==> src/rtl/qam16_slicer_if.sv <==
// Symbol-rate bus for the 16QAM slicer: one I/Q pair in per strobe,
// Gray decisions, slicer errors and the tracked reference level out.
interface qam16_slicer_if #(
    parameter int WIDTH = 18
);
    logic                    sym_en;
    logic signed [WIDTH-1:0] i_in;
    logic signed [WIDTH-1:0] q_in;
    logic [1:0]              i_sym;
    logic [1:0]              q_sym;
    logic [3:0]              nibble;
    logic                    out_valid;
    logic signed [WIDTH-1:0] err_i;
    logic signed [WIDTH-1:0] err_q;
    logic signed [WIDTH-1:0] ref_level;
    logic                    ref_update;

    modport master (
        output sym_en, i_in, q_in,
        input  i_sym, q_sym, nibble, out_valid, err_i, err_q, ref_level, ref_update
    );

    modport slave (
        input  sym_en, i_in, q_in,
        output i_sym, q_sym, nibble, out_valid, err_i, err_q, ref_level, ref_update
    );
endinterface

==> src/rtl/qam16_slicer.sv <==
// 16QAM hard-decision slicer: two-stage pipeline with per-rail Gray decisions,
// saturated slicer error and a reference level tracked from mean |x| per window.
module qam16_slicer #(
    parameter int WIDTH    = 18,
    parameter int LOG2_WIN = 8,
    parameter int REF_INIT = 65536,
    parameter int REF_MIN  = 1024
) (
    input  logic          clk,
    input  logic          reset,
    qam16_slicer_if.slave bus
);
    localparam int EW    = WIDTH + 2;
    localparam int ACC_W = WIDTH + LOG2_WIN + 1;

    localparam logic signed [WIDTH-1:0] S_MAX      = {1'b0, {(WIDTH-1){1'b1}}};
    localparam logic signed [WIDTH-1:0] S_MIN      = {1'b1, {(WIDTH-1){1'b0}}};
    localparam logic [WIDTH-1:0]        REF_INIT_V = WIDTH'(REF_INIT);
    localparam logic [WIDTH-1:0]        REF_MIN_V  = WIDTH'(REF_MIN);

    function automatic logic [WIDTH-1:0] abs_sat(input logic signed [WIDTH-1:0] x);
        logic [WIDTH-1:0] r;
        if (x == S_MIN)
            r = S_MAX;
        else if (x[WIDTH-1])
            r = -x;
        else
            r = x;
        return r;
    endfunction

    logic signed [WIDTH-1:0] x_in [2];
    logic [WIDTH-1:0]        mag [2];
    logic [1:0]              sym_next [2];
    logic signed [WIDTH-1:0] err_next [2];

    logic                    s1_valid_reg;
    logic [WIDTH-1:0]        ref_level_reg;
    logic [ACC_W-1:0]        acc_reg;
    logic [LOG2_WIN-1:0]     win_cnt_reg;
    logic [1:0]              i_sym_reg;
    logic [1:0]              q_sym_reg;
    logic signed [WIDTH-1:0] err_i_reg;
    logic signed [WIDTH-1:0] err_q_reg;
    logic                    out_valid_reg;
    logic                    ref_update_reg;

    assign x_in[0] = bus.i_in;
    assign x_in[1] = bus.q_in;

    genvar gi;
    generate
        for (gi = 0; gi < 2; gi++) begin : g_rail
            logic signed [WIDTH-1:0] x_reg;
            logic [WIDTH-1:0]        mag_reg;
            logic signed [EW-1:0]    x_w;
            logic signed [EW-1:0]    r_w;
            logic signed [EW-1:0]    half_w;
            logic signed [EW-1:0]    outer_w;
            logic signed [EW-1:0]    ideal_w;
            logic signed [EW-1:0]    diff_w;
            logic [1:0]              sym_c;
            logic signed [WIDTH-1:0] err_c;

            always_ff @(posedge clk) begin
                if (reset) begin
                    x_reg   <= '0;
                    mag_reg <= '0;
                end else if (bus.sym_en) begin
                    x_reg   <= x_in[gi];
                    mag_reg <= abs_sat(x_in[gi]);
                end
            end

            // Thresholds at 0 and +/-R; ideal levels at +/-R/2 and +/-1.5R.
            always_comb begin
                x_w     = EW'(x_reg);
                r_w     = EW'(ref_level_reg);
                half_w  = r_w >>> 1;
                outer_w = r_w + half_w;
                sym_c   = 2'b00;
                ideal_w = -outer_w;
                if (x_w >= r_w) begin
                    sym_c   = 2'b10;
                    ideal_w = outer_w;
                end else if (!x_w[EW-1]) begin
                    sym_c   = 2'b11;
                    ideal_w = half_w;
                end else if (x_w >= -r_w) begin
                    sym_c   = 2'b01;
                    ideal_w = -half_w;
                end
                diff_w = x_w - ideal_w;
                if (diff_w > EW'(S_MAX))
                    err_c = S_MAX;
                else if (diff_w < EW'(S_MIN))
                    err_c = S_MIN;
                else
                    err_c = diff_w[WIDTH-1:0];
            end

            assign mag[gi]      = mag_reg;
            assign sym_next[gi] = sym_c;
            assign err_next[gi] = err_c;
        end
    endgenerate

    logic [ACC_W-1:0] acc_sum;
    logic [WIDTH-1:0] ref_calc;
    logic [WIDTH-1:0] ref_next;
    logic             win_last;

    // Mean of |i|+|q| over 2^LOG2_WIN symbols, i.e. sum / 2^(LOG2_WIN+1).
    always_comb begin
        acc_sum  = acc_reg + ACC_W'(mag[0]) + ACC_W'(mag[1]);
        ref_calc = WIDTH'(acc_sum >> (LOG2_WIN + 1));
        ref_next = (ref_calc < REF_MIN_V) ? REF_MIN_V : ref_calc;
        win_last = &win_cnt_reg;
    end

    always_ff @(posedge clk) begin
        if (reset) begin
            s1_valid_reg <= 1'b0;
        end else begin
            s1_valid_reg <= bus.sym_en;
        end
    end

    always_ff @(posedge clk) begin
        if (reset) begin
            ref_level_reg  <= REF_INIT_V;
            acc_reg        <= '0;
            win_cnt_reg    <= '0;
            i_sym_reg      <= '0;
            q_sym_reg      <= '0;
            err_i_reg      <= '0;
            err_q_reg      <= '0;
            out_valid_reg  <= 1'b0;
            ref_update_reg <= 1'b0;
        end else begin
            out_valid_reg  <= s1_valid_reg;
            ref_update_reg <= s1_valid_reg && win_last;
            if (s1_valid_reg) begin
                i_sym_reg   <= sym_next[0];
                q_sym_reg   <= sym_next[1];
                err_i_reg   <= err_next[0];
                err_q_reg   <= err_next[1];
                win_cnt_reg <= win_cnt_reg + 1'b1;
                // The closing symbol was sliced with the old R; new R takes over next.
                if (win_last) begin
                    acc_reg       <= '0;
                    ref_level_reg <= ref_next;
                end else begin
                    acc_reg <= acc_sum;
                end
            end
        end
    end

    assign bus.i_sym      = i_sym_reg;
    assign bus.q_sym      = q_sym_reg;
    assign bus.nibble     = {i_sym_reg, q_sym_reg};
    assign bus.err_i      = err_i_reg;
    assign bus.err_q      = err_q_reg;
    assign bus.ref_level  = ref_level_reg;
    assign bus.out_valid  = out_valid_reg;
    assign bus.ref_update = ref_update_reg;
endmodule

==> src/flat_wrapper.sv <==
// flat-port wrapper written by rule: the top's interface ports become plain ports
module qam16_slicer_flat 
#(
    parameter int WIDTH    = 18,
    parameter int LOG2_WIN = 8,
    parameter int REF_INIT = 65536,
    parameter int REF_MIN  = 1024
)
  (clk, reset, bus_sym_en, bus_i_in, bus_q_in, bus_i_sym, bus_q_sym, bus_nibble, bus_out_valid, bus_err_i, bus_err_q, bus_ref_level, bus_ref_update);
  qam16_slicer_if #(.WIDTH(WIDTH)) bus_i ();
  input  logic clk;
  input  logic reset;
  input wire logic [$bits(bus_i.sym_en)-1:0] bus_sym_en;
  input wire logic [$bits(bus_i.i_in)-1:0] bus_i_in;
  input wire logic [$bits(bus_i.q_in)-1:0] bus_q_in;
  output wire logic [$bits(bus_i.i_sym)-1:0] bus_i_sym;
  output wire logic [$bits(bus_i.q_sym)-1:0] bus_q_sym;
  output wire logic [$bits(bus_i.nibble)-1:0] bus_nibble;
  output wire logic [$bits(bus_i.out_valid)-1:0] bus_out_valid;
  output wire logic [$bits(bus_i.err_i)-1:0] bus_err_i;
  output wire logic [$bits(bus_i.err_q)-1:0] bus_err_q;
  output wire logic [$bits(bus_i.ref_level)-1:0] bus_ref_level;
  output wire logic [$bits(bus_i.ref_update)-1:0] bus_ref_update;
  assign bus_i.sym_en = bus_sym_en;
  assign bus_i.i_in = bus_i_in;
  assign bus_i.q_in = bus_q_in;
  assign bus_i_sym = bus_i.i_sym;
  assign bus_q_sym = bus_i.q_sym;
  assign bus_nibble = bus_i.nibble;
  assign bus_out_valid = bus_i.out_valid;
  assign bus_err_i = bus_i.err_i;
  assign bus_err_q = bus_i.err_q;
  assign bus_ref_level = bus_i.ref_level;
  assign bus_ref_update = bus_i.ref_update;
  qam16_slicer #(.WIDTH(WIDTH), .LOG2_WIN(LOG2_WIN), .REF_INIT(REF_INIT), .REF_MIN(REF_MIN)) u_core (.clk(clk), .reset(reset), .bus(bus_i));
endmodule
==> config.mk <==
export PLATFORM = sky130hd
export DESIGN_NAME = qam16_slicer_flat
export DESIGN_NICKNAME = d
export VERILOG_FILES = /design/src/rtl/qam16_slicer_if.sv /design/src/rtl/qam16_slicer.sv /design/src/flat_wrapper.sv
export SDC_FILE = /design/constraint.sdc
export NUM_CORES = 1
export LEC_CHECK = 0
export CAP_MARGIN = 20
export CORE_MARGIN = 1.5
export CORE_UTILIZATION = 65
export CTS_BUF_LIST = sky130_fd_sc_hd__clkbuf_4 sky130_fd_sc_hd__clkbuf_8
export CTS_CLUSTER_DIAMETER = 60
export DETAILED_ROUTE_END_ITERATION = 10
export PLACE_DENSITY_LB_ADDON = 0.3
export SLEW_MARGIN = 10
export SYNTH_ARGS = -nofsm -noshare
export SYNTH_HDL_FRONTEND = slang
export SYNTH_SLANG_ARGS = --single-unit
==> constraint.sdc <==
create_clock -name clk -period 14.08 [get_ports clk]
set_clock_uncertainty 0.2 [all_clocks]
set_input_delay 2.112 -clock clk [delete_from_list [all_inputs] [get_ports clk]]
set_output_delay 2.112 -clock clk [all_outputs]
set_load 0.01 [all_outputs]
==> results of run 1 <==
-- routing by layer --
metal  track usage [%]  routed length (um)  vias to the layer above  part of all wire [%]
met1             52.82               20230                     7052                    41
met3             7.709                5148                      122                    10
met2             62.91               21700                      794                    44
met4             18.19                2219                        0                   4.5
li1                  -                   -                     7008                     -
met5                 0                   0                        -                     0
-- metrics by stage --
stage | setup slack (ns) | power (mW) | hold WS (ns)
final | 5.475 | 1.369 | 0.2903
after CTS | 5.618 | 1.358 | 0.2860
after global placement | 5.915 | 0.9992 | 0.2629
after floorplan | 6.756 | 0.8766 | 0.2497
after detailed placement | 5.668 | 1.014 | 0.2724
after global routing | 4.926 | 1.437 | 0.3101
-- cell families after synthesis --
logic type / share of synthesized area [%]
AOI/OAI and AO/OA: 24.41
DFF: 21.72
xor gates and xnor gates: 8.655
buffers and inverters: 4.323
muxes: 5.899
adders and majority gates: 15.74
and+or+nand+nor: 19.25
-- worst register-to-register path, delay by kind of cell, from the launching register on --
kind                       cells  cell delay [ns]
AOI/OAI and AO/OA             10             2.35
and+or+nand+nor               13             2.34
adders and majority gates      4             1.28
buffers and inverters          3             0.91
DFF                            1             0.69
muxes                          2             0.50
xor gates and xnor gates       1             0.24
-- Yosys cell counts (8+ instances only) --
cell	number	area (um2)
nor2_1	235	882.1
dfxtp_1	168	3363
ha_1	158	1977
nand2_1	132	495.5
a21oi_1	112	560.5
xnor2_1	84	735.7
clkbuf_1	75	281.5
mux2i_1	71	710.7
o21ai_0	66	330.3
a211oi_1	65	488.0
inv_1	61	229.0
a21o_1	51	382.9
xor2_1	51	446.7
nand3_1	42	210.2
nor3_1	38	190.2
a22oi_1	25	187.7
nand2b_1	25	156.4
nor2b_1	24	150.1
fa_1	22	440.4
nand4_1	21	131.4
o211ai_1	21	157.7
o21a_1	21	157.7
o31ai_1	21	157.7
and3_1	19	118.9
a31oi_1	18	112.6
mux2_2	18	202.7
a221o_1	16	160.2
or3_1	14	87.58
or2_2	13	81.33
a211oi_2	12	150.1
a32o_1	10	100.1
buf_2	10	50.05
nor4_1	9	56.30
o21bai_1	9	67.56
buf_1	8	30.03
-- worst min path at each step --
stage / startpoint / to / slack, ns
after floorplan: u_core.acc_reg[18] / u_core.acc_reg[18] / 0.25
after global placement: u_core.acc_reg[0] / u_core.acc_reg[0] / 0.26
after detailed placement: u_core.bus.err_q[1] / u_core.bus.err_q[1] / 0.27
after CTS: u_core.acc_reg[18] / u_core.acc_reg[18] / 0.29
after global routing: u_core.acc_reg[2] / u_core.acc_reg[2] / 0.31
final: u_core.acc_reg[1] / u_core.acc_reg[1] / 0.29
-- cell type report --
type | count | area (um2) | area share [%]
Timing Repair Buffer | 116 | 1116 | 6.582
Clock inverter | 15 | 153.9 | 0.9076
Multi-Input combinational cell | 1563 | 11450 | 67.55
Clock buffer | 17 | 234.0 | 1.380
Inverter | 63 | 236.5 | 1.395
Sequential cell | 168 | 3363 | 19.83
Tap cell | 319 | 399.1 | 2.354
-- power by group through the flow --
stage               clock (mW)  sequential [mW]  combinational, mW
global route             0.371            0.546              0.520
global placement             0            0.551              0.448
finish                   0.350            0.543              0.476
detailed placement           0            0.553              0.461
CTS                      0.350            0.542              0.466
floorplan                    0            0.545              0.332
==> flow_summary.yaml, run 1 <==
worst_setup_path:
  r2r-end: "u_core.bus.err_q[7]"
  reg2reg_from: "u_core.bus.ref_level[5]"
  cp_num_buf_inv: 3
  worst-path-max-fanout: 23
  end_kind: "flip-flop"
  reg2reg_slack_ns: 5.48
  crit_start: "u_core.bus.ref_level[5]"
  reg2regPathDepth: 33
  cp.arrival_ns: 8.77
  critPathSlowestCell: "dfxtp_1"
  critical_path.top_delay_family: "compound AO/OA/AOI/OAI gates"
  worst-path-stages: 33
  slowest_delay_ns: 0.69
  startpoint_type: "flip-flop"
  crit_type: "flip-flop to flip-flop"
  crit_end: "u_core.bus.err_q[7]"
  crit_required_ns: 14.24
drt:
  postRouteAntennaNets: 0
  num_vias: 14976
  drc: 0
  dr.pass1.iters: 7
  routed_wl_um: 49300
  wl_per_cell_um: 21.80
  first_iter_violations: 1560
  vias_per_cell: 6.624
layout:
  layout_common_cells: "235 x nor2_1, 168 x dfxtp_1, 158 x ha_1"
  stdcell_count: 2261
  area_growth_pct: 9.519
  antenna_cells: 0
  fin_util_pct: 72.46
  nFillCells: 1915
  final_common_cell: "nor2_1"
  final_layout_size_suffix_gt1_share_pct: 5.973
  finalNetCount: 2148
  design_area_um2: 16960
placed_design:
  dp_cells: 2226
  hpwl_um: 38160
  placed_area_um2: 16550
  portBuffers: 102
  routabilityCongestion: 1.069
grt:
  grt_pass1_vias: 13730
  grt_start_max_net_pins: 75
  grt_first_pass_wirelength_um: 75700
  grt_overflow: 0
  antenna_found_initial: 0
  grt_use_total_pct: 39.94
timing:
  tightest_slew_ns: 1.110
  maxSlewHeadroom_pct: 25.72
  drv_slew: 0
  clock.fmax_mhz: 116.2
  post-route-period-util_pct: 61.11
  rsz0062_at_grt: "no"
  finalHoldViolCount: 0
  min_period_ns: 8.605
  setup_viol_count_final: 0
  tns_ns: 0
synth:
  yosys_warnings: 0
  synth_nets: 2114
  synth_flop_cell: "dfxtp_1"
  syn-cell-area_um2: 15480
  syn_inst: 1895
  ys_seq_area_share_pct: 21.72
  ys_ff_latch: 168
  synth.avg_cell_area_um2: 8.171
  async_reset_ff_share_pct: 0
  synth_cell_types: 90
  synth_edf_count: 0
power_and_ir_drop:
  p_per_area_nw_per_um2: 80.75
  p_int_uw: 845.1
  p_clk_share_pct: 25.6
  power_switching_uw: 524.2
  ir_drop_mv: 0.08327
  p_seq_share_pct: 39.7
  switching_share_pct: 38.28
  pwr-share-comb_pct: 34.7
  leakagePower_nw: 7.206
clock_tree:
  cts_tree: "yes"
  worstSkewPairLatency_ns: 0.48
  post_cts_buffers: 0
  numCtsBuffers: 17
  max-clock-path-buffers: 2
  ctsResizeCount: 0
  cts.sinks: 168
  clkTransAtPathRegs_ns: 0.11
  holdBufCountCts: 0
  root_buffer: "clkbuf_8"
  htree_levels: 4
floorplanning:
  die_h_um: 157.3
  start_util_pct: 66.16
  io_pins: 103
  dieArea_um2: 24760
  dieWidth_um: 157.3
  core_area_um2: 23400
  rows: 56
worst_hold_path:
  hp-class: "flip-flop to flip-flop"
  hold_depth: 2
run_status:
  status: "completed"
flow_run:
  maxCapViolCount: 0
Power figures use the tool's default switching activity.
==> inputs of run 2 (changes only) <==
CORE_UTILIZATION = 63   (was 65)
clock period = 8.4 ns   (was 14.08 ns; I/O delays follow)
==> run 2 against run 1 <==
Power is 68% higher. Design area is 1.3% higher. Worst hold slack worse by 0.0050 ns. Global-route usage is 0.070 points higher. Sequential share of layout area is 0.25 points lower. Maximum frequency is 9.8% higher. Count of clock-buffer cells in the layout is 1 higher.
==> flow_summary.yaml, run 2 (synthesized netlist as in run 1, its figures left out) <==
run_status:
  status: "completed"
drt:
  met2_length_um: 23010
  first_iter_violations: 1682
  num_vias: 15145
  dr.pass1.iters: 6
  vias_per_cell: 6.611
  routed_wl_um: 51810
  route.met3.wl_um: 5143
  wl_per_cell_um: 22.62
  wl_met1_um: 21610
  drc: 0
  postRouteAntennaNets: 0
  topRoutingLayerUsed: "met5"
timing:
  hold_slack_ns: 0.2854
  setup_viol_count_final: 0
  rsz0062_at_grt: "no"
  finalHoldViolCount: 0
  tightest_slew_ns: 1.238
  min_period_ns: 7.836
  post-route-period-util_pct: 93.29
  tns_ns: 0
  maxSlewHeadroom_pct: 17.14
  drv_slew: 0
  clock.fmax_mhz: 127.6
clock_tree:
  holdBufCountCts: 0
  numCtsBuffers: 17
  max-clock-path-buffers: 2
  cts_tree: "yes"
  cts.sinks: 168
  root_buffer: "clkbuf_8"
  clkTransAtPathRegs_ns: 0.11
  htree_levels: 4
  worstSkewPairLatency_ns: 0.48
worst_hold_path:
  hold_end: "u_core.bus.err_q[17]"
  holdCritStartpoint: "u_core.bus.err_q[17]"
  hp-class: "flip-flop to flip-flop"
  hold_depth: 2
floorplanning:
  start_util_pct: 63.85
  core_area_um2: 24250
  die_h_um: 159.8
  dieWidth_um: 159.8
  dieArea_um2: 25530
  rows: 57
  io_pins: 103
worst_setup_path:
  slowest_delay_ns: 0.52
  crit_required_ns: 8.61
  startpoint_type: "flip-flop"
  reg2reg_slack_ns: 0.56
  worst-path-max-fanout: 22
  end_kind: "flip-flop"
  reg2reg_from: "u_core.bus.ref_level[4]"
  critPathSlowestCell: "nor3_4"
  crit_type: "flip-flop to flip-flop"
  reg2regPathDepth: 32
  cp.arrival_ns: 8.05
  r2r-end: "u_core.bus.err_q[4]"
grt:
  grt_start_max_net_pins: 87
  grt_use_total_pct: 40.01
  antenna_found_initial: 1
  grt_overflow: 0
  grt_pass1_vias: 14075
  grt_first_pass_wirelength_um: 79900
placed_design:
  dp_cells: 2258
  hpwl_um: 40640
  routabilityCongestion: 1.045
  portBuffers: 102
layout:
  layout_common_cells: "235 x nor2_1, 168 x dfxtp_1, 158 x ha_1"
  nFillCells: 1920
  stdcell_count: 2291
  antenna_cells: 0
  final_common_cell: "nor2_1"
  final_layout_size_suffix_gt1_share_pct: 7.372
  finalNetCount: 2173
  area_growth_pct: 10.91
power_and_ir_drop:
  ir_drop_mv: 0.1137
  p_per_area_nw_per_um2: 134.3
  leakagePower_nw: 7.326
flow_run:
  maxCapViolCount: 0
[run 2: cell count changes in the layout (fill, tap and decap cells not counted), sizes merged]
cell | previous run | this run
buf | 16 | 41
clkbuf | 17 | 18
clkinv | 9 | 5
clkinvlp | 0 | 3
[run 2: per-stage QoR]
step / cell area [um2] / setup slack, ns / power (mW) / util [%]
after floorplan: 15480 / 1.076 / 1.469 / -
after global placement: 16760 / 0.7941 / 1.682 / 69.10
after detailed placement: 16770 / 0.5759 / 1.706 / 69.15
after CTS: 17150 / 0.5331 / 2.283 / 70.72
after global routing: 17170 / 0.005836 / 2.413 / 70.82
final: 17170 / 0.5640 / 2.307 / 70.82
[run 2: power by group]
group	switching, mW	total [mW]	internal [mW]
clock network	0.367	0.593	0.226
registers	0.0611	0.912	0.851
logic	0.454	0.802	0.347
[run 2: worst max-delay path, delay by kind of cell (launching register included)]
kind                       cells  cell delay [ns]
and+or+nand+nor               15             3.37
AOI/OAI and AO/OA             11             2.15
adders and majority gates      3             0.87
buffers and inverters          2             0.55
DFF                            1             0.41
xor gates and xnor gates       1             0.20
[run 2: worst max-delay path by stage]
stage                                  from              endpoint  slack, ns
finish              u_core.bus.ref_level[4]   u_core.bus.err_q[4]       0.56
global route        u_core.bus.ref_level[3]   u_core.bus.err_q[4]      0.006
CTS                 u_core.bus.ref_level[4]  u_core.bus.err_q[14]       0.53
detailed placement  u_core.bus.ref_level[3]  u_core.bus.err_q[14]       0.58
global placement    u_core.bus.ref_level[3]   u_core.bus.err_q[2]       0.79
floorplan           u_core.bus.ref_level[5]  u_core.bus.err_q[10]       1.08
[run 2: area by class of cell]
type                    count  area [um2]  area share (%)
well taps                 324       405.4           2.361
multi-input cells        1563       11480           66.83
repair buffers            141        1310           7.628
inverters                  63       236.5           1.377
clock buffers              18       247.7           1.443
clock inverters            14       132.6          0.7723
flip-flops and latches    168        3363           19.58
[run 2: routing by layer]
| metal | track usage [%] | vias to the layer above |
|---|---|---|
| li1 | - | 7055 |
| met2 | 63.70 | 775 |
| met1 | 54.05 | 7184 |
| met5 | 0 | - |
| met4 | 15.25 | 2 |
| met3 | 7.195 | 129 |
[run 2: what timing repair did]
action | 4_1_cts | 5_1_grt
gates resized for setup | 0 | 4
endpoints found under the setup margin | 0 | 17
setup buffers | 0 | 0
